<file path="src/rtl/bcd_countdown_timer.sv">
// ---------------------------------------------------------------------------
// bcd_countdown_timer: loadable mm:ss BCD countdown with 1 s prescaler. Rev 1.0
// ---------------------------------------------------------------------------
`default_nettype none

module bcd_countdown_timer #(
  parameter int TICK_DIV = 100_000_000,
  parameter int PS_W     = 27
) (
  input  logic       clk,
  input  logic       rst,
  input  logic       clr,
  input  logic       load,
  input  logic [7:0] load_min,
  input  logic [7:0] load_sec,
  input  logic       start,
  input  logic       pause,
  output logic [7:0] min_bcd,
  output logic [7:0] sec_bcd,
  output logic       running,
  output logic       expired,
  output logic       done,
  output logic       err
);

  typedef enum logic [1:0] {
    IDLE    = 2'd0,
    RUN     = 2'd1,
    PAUSED  = 2'd2,
    EXPIRED = 2'd3
  } state_t;

  localparam logic [PS_W-1:0] TICK_LAST = PS_W'(TICK_DIV - 1);

  state_t          state, state_next;
  logic [7:0]      min_q, min_next, sec_q, sec_next;
  logic [PS_W-1:0] ps, ps_next;
  logic            done_q, done_next, err_q, err_next;
  logic [7:0]      dec_min, dec_sec;
  logic            load_ok, value_zero;

  assign load_ok    = (load_min[7:4] <= 4'd9) && (load_min[3:0] <= 4'd9) &&
                      (load_sec[7:4] <= 4'd5) && (load_sec[3:0] <= 4'd9);
  assign value_zero = (min_q == 8'h00) && (sec_q == 8'h00);

  // One-second BCD decrement; only evaluated while RUN, where value is never 00:00.
  always_comb begin
    dec_min = min_q;
    dec_sec = sec_q;
    if (sec_q[3:0] != 4'd0) begin
      dec_sec = {sec_q[7:4], sec_q[3:0] - 4'd1};
    end else if (sec_q[7:4] != 4'd0) begin
      dec_sec = {sec_q[7:4] - 4'd1, 4'd9};
    end else begin
      dec_sec = 8'h59;
      if (min_q[3:0] != 4'd0) begin
        dec_min = {min_q[7:4], min_q[3:0] - 4'd1};
      end else if (min_q[7:4] != 4'd0) begin
        dec_min = {min_q[7:4] - 4'd1, 4'd9};
      end
    end
  end

  always_comb begin
    state_next = state;
    min_next   = min_q;
    sec_next   = sec_q;
    ps_next    = ps;
    done_next  = 1'b0;
    err_next   = 1'b0;
    if (clr) begin
      state_next = IDLE;
      min_next   = 8'h00;
      sec_next   = 8'h00;
      ps_next    = '0;
    end else if (load) begin
      // A rejected load freezes everything for the cycle, including the prescaler.
      if (load_ok) begin
        state_next = IDLE;
        min_next   = load_min;
        sec_next   = load_sec;
        ps_next    = '0;
      end else begin
        err_next = 1'b1;
      end
    end else begin
      case (state)
        IDLE: begin
          if (start && !pause && !value_zero) begin
            state_next = RUN;
            ps_next    = '0;
          end
        end
        RUN: begin
          if (pause) begin
            state_next = PAUSED;
          end else if (ps == TICK_LAST) begin
            ps_next  = '0;
            min_next = dec_min;
            sec_next = dec_sec;
            if ((dec_min == 8'h00) && (dec_sec == 8'h00)) begin
              state_next = EXPIRED;
              done_next  = 1'b1;
            end
          end else begin
            ps_next = ps + PS_W'(1);
          end
        end
        PAUSED: begin
          if (start && !pause) begin
            state_next = RUN;
          end
        end
        EXPIRED: begin
        end
        default: state_next = IDLE;
      endcase
    end
  end

  always_ff @(posedge clk) begin
    if (rst) begin
      state  <= IDLE;
      min_q  <= 8'h00;
      sec_q  <= 8'h00;
      ps     <= '0;
      done_q <= 1'b0;
      err_q  <= 1'b0;
    end else begin
      state  <= state_next;
      min_q  <= min_next;
      sec_q  <= sec_next;
      ps     <= ps_next;
      done_q <= done_next;
      err_q  <= err_next;
    end
  end

  assign min_bcd = min_q;
  assign sec_bcd = sec_q;
  assign running = (state == RUN);
  assign expired = (state == EXPIRED);
  assign done    = done_q;
  assign err     = err_q;

endmodule

`default_nettype wire

</file>
<file path="config.mk">
export PLATFORM = sky130hd
export DESIGN_NAME = bcd_countdown_timer
export DESIGN_NICKNAME = d
export VERILOG_FILES = /design/src/rtl/bcd_countdown_timer.sv
export SDC_FILE = /design/constraint.sdc
export NUM_CORES = 1
export LEC_CHECK = 0
export ABC_CLOCK_PERIOD_IN_PS = 2000
export CORE_MARGIN = 3
export CORE_UTILIZATION = 45
export CTS_CLUSTER_SIZE = 24
export DETAILED_ROUTE_END_ITERATION = 7
export GPL_TIMING_DRIVEN = 0
export PLACE_DENSITY = 0.77
export SLEW_MARGIN = 20
export SYNTH_ARGS = -nofsm -noshare
export SYNTH_HDL_FRONTEND = slang
export SYNTH_SLANG_ARGS = --single-unit
</file>
<file path="constraint.sdc">
create_clock -name clk -period 2 [get_ports clk]
set_input_delay 0.3 -clock clk [delete_from_list [all_inputs] [get_ports clk]]
set_output_delay 0.3 -clock clk [all_outputs]
set_load 0.05 [all_outputs]
</file>
==> metrics.txt <==
FF-to-FF End ps[16]; cell-internal power 1.54 mW; hold-critical path depth 2; sequential group share of total power 45.7%; Post-synth top flop dfxtp_1; share of the synthesized area in the top cell type 34.6%; outcome complete, but fails checks; TritonCTS Sinks 47; Net Count, Synth 365; Overflow after GRT 0; share of flip-flops with an asynchronous set or reset 0%; Worst Skew 10.8 ps; CTS tree built; Routed wire per std cell 17.6 um; vias in the first global route 2698; drt via density 6.19; flops & latches, synth 47; register area share after synthesis 34.6%; DR pass1 iterations 6; Die X 83.8 um; DRC 0; routed wire length 8810 um; initial antenna violation count 0; Core ar. 5680 sq um; clk_lat worst skew 310 ps; full die area 7020 sq um; Placed Area 3300 sq um; Die Y 83.8 um; first-pass GRT wire length 12800 um; Switching Fraction 25.3%; CP Launch Type register; finished layout cell area 4040 sq um; Area contributors post-synth dfxtp_1 35%, nand2_1 5.4%, a21oi_1 5.3%, nor2_1 5.2%, xor2_1 4.2%; total power 2.06 mW; final setup vio count 10; Synth area leader dfxtp_1; Initial Util 48.0%; Yosys warnings 0; n_diodes 0; power share of the clock group 38.6%; Ports 42; share of cells above drive strength 1 31.8%; Critical Path End ps[16]; failing checks setup timing; largest net degree at the start of global routing 16; peak supply drop 0.427 mV; Clock transition at path regs 90 ps; Worst-Margin Slew 678 ps; Vias 3093; number of synthesized flops with an enable pin 0; hold path startpoint pause; Avg Synthesized Cell Area 8.01 sq um; fmax 471 MHz; switching power 522 uW; Final Hold Vio Count 0; Mapped Cells 340; CTS Buffer Depth 2; Max Cap Viol 0; R2R cell count 9; worst-path fanout max 4; pwr dens 511 nW/um^2; PnR worst setup slack -125 ps; Slew Limit Fails 0; Fillers 416; min Tclk post-route 2130 ps; leakage power 1.57 nW; Final period util 106%; hold-fix buffers at CTS 0; floorplan row count 27; H-tree Lvls 2; CP required 2260 ps; GP Congestion 0.812; R2R Path Start min_bcd[4]; combinational power share 15.7%; Cell variety after synth 56; Crit Path Class register to register; area grow syn2layout 48.2%; slew margin rel. 54.6%; Hold Path Class input port to register; DRT iter0 DRCs 324; Final #Nets 452; Critical Path Start min_bcd[4]; CTS root buf clkbuf_8; Crit path arrival time 2380 ps; Worst setup EP type register; GRT Util Overall 22.0%; number of port buffers 41; fin cells 500; HPWL Detailed 5310 um; placed cell count 453; RSZ-0062 raised after global routing yes; Synth Cell Area 2720 sq um; CTS buffer count 5; worst reg-to-reg setup slack -130 ps; Final ANT Viol Nets 0
metrics by stage:
step / hold WS [ps] / setup WS, ps / util [%] / setup TNS (ps)
6_report: 443 / -125 / 71.1 / -454
3_3_place_gp: 460 / -592 / 58.1 / -20140
3_5_place_dp: 467 / -623 / 58.1 / -21150
2_1_floorplan: 372 / -131 / - / -1850
4_1_cts: 428 / -34.7 / 64.1 / -71.7
5_1_grt: 458 / -172 / 71.1 / -2150
registers in the layout, indices dropped and copies added (netlist names):
name / flops
sec_bcd: 8
err: 1
min_bcd: 8
done: 1
ps: 27
state: 2
worst min path at each step:
stage                       endpoint  slack, ps
after floorplan                 done        370
after global placement    sec_bcd[7]        460
after detailed placement  sec_bcd[7]        470
after CTS                       done        430
after global routing            done        460
final                           done        440
layer usage:
layer  GRT usage, %  routed length (um)
met1           29.1                3790
met2           36.3                4140
met3           5.03                 634
met4           5.26                 235
met5              0                   0
cells by family after synthesis:
logic type                 synth area share [%]
AOI/OAI and AO/OA                          19.2
xor gates and xnor gates                   5.47
adders and majority gates                  1.38
buffers and inverters                      3.77
DFF                                        34.6
muxes                                      2.71
and+or+nand+nor                            32.9
cells in the mapped netlist (5+ instances only):
cell type,number
a21oi_1,29
and3_1,8
dfxtp_1,47
inv_1,9
nand2_1,39
nand3_1,14
nand4_1,13
nor2_1,38
nor3_1,9
o211ai_1,13
o21ai_0,16
o31ai_1,8
or4_1,5
xor2_1,13
layout by cell type (no fill, tap or decap), drive strengths merged, types with 3 or more instances in the layout:
cell type,n
xnor2,4
nand2b,3
and4,3
buf,46
inv,10
a211oi,3
o31ai,8
and3,9
and2,3
nor2,38
nand2,39
nand4,15
or4,5
a21oi,29
nor4,5
or2,3
clkbuf,11
nand3,15
dfxtp,47
clkdlybuf4s50,35
o21ai,16
o211ai,13
mux2i,4
or3,4
ha,3
mux2,3
xor2,13
nor3,10
dlymetal6s2s,4
nor3b,3
critical path: stages (launching register included):
cell	delay [ps]
dfxtp_4	360
inv_2	40
ha_4	160
nor3b_4	160
a41o_1	260
a211oi_4	320
buf_6	150
nand4_2	130
or3_1	360
a21oi_2	130
power by group through the flow:
stage	logic (mW)	clock network, mW	registers, mW
2_1_floorplan	0.121	0	0.974
3_3_place_gp	0.221	0	0.963
3_5_place_dp	0.224	0	0.964
4_1_cts	0.255	0.802	0.941
5_1_grt	0.340	0.846	0.944
6_report	0.324	0.797	0.943
layout make-up:
| type | instances | area, sq um | share of cell area [%] |
|---|---|---|---|
| Inverter | 9 | 36.3 | 0.899 |
| Clock buffer | 6 | 93.8 | 2.33 |
| Sequential cell | 47 | 976 | 24.2 |
| Multi-Input combinational cell | 272 | 1940 | 48.0 |
| Tap cell | 72 | 90.1 | 2.23 |
| Clock inverter | 2 | 36.3 | 0.899 |
| Buffer | 12 | 103 | 2.54 |
| Timing Repair Buffer | 80 | 762 | 18.9 |
repair_timing:
action                                 in CTS  in global routing
gates resized for setup                    22                 60
endpoints found under the hold margin       0                  0
setup endpoints to repair                  45                 48
pin swaps                                  10                 34
setup buffers                              19                 19
gates cloned                                0                  2
Note: power is estimated with default switching activity, not from simulation.
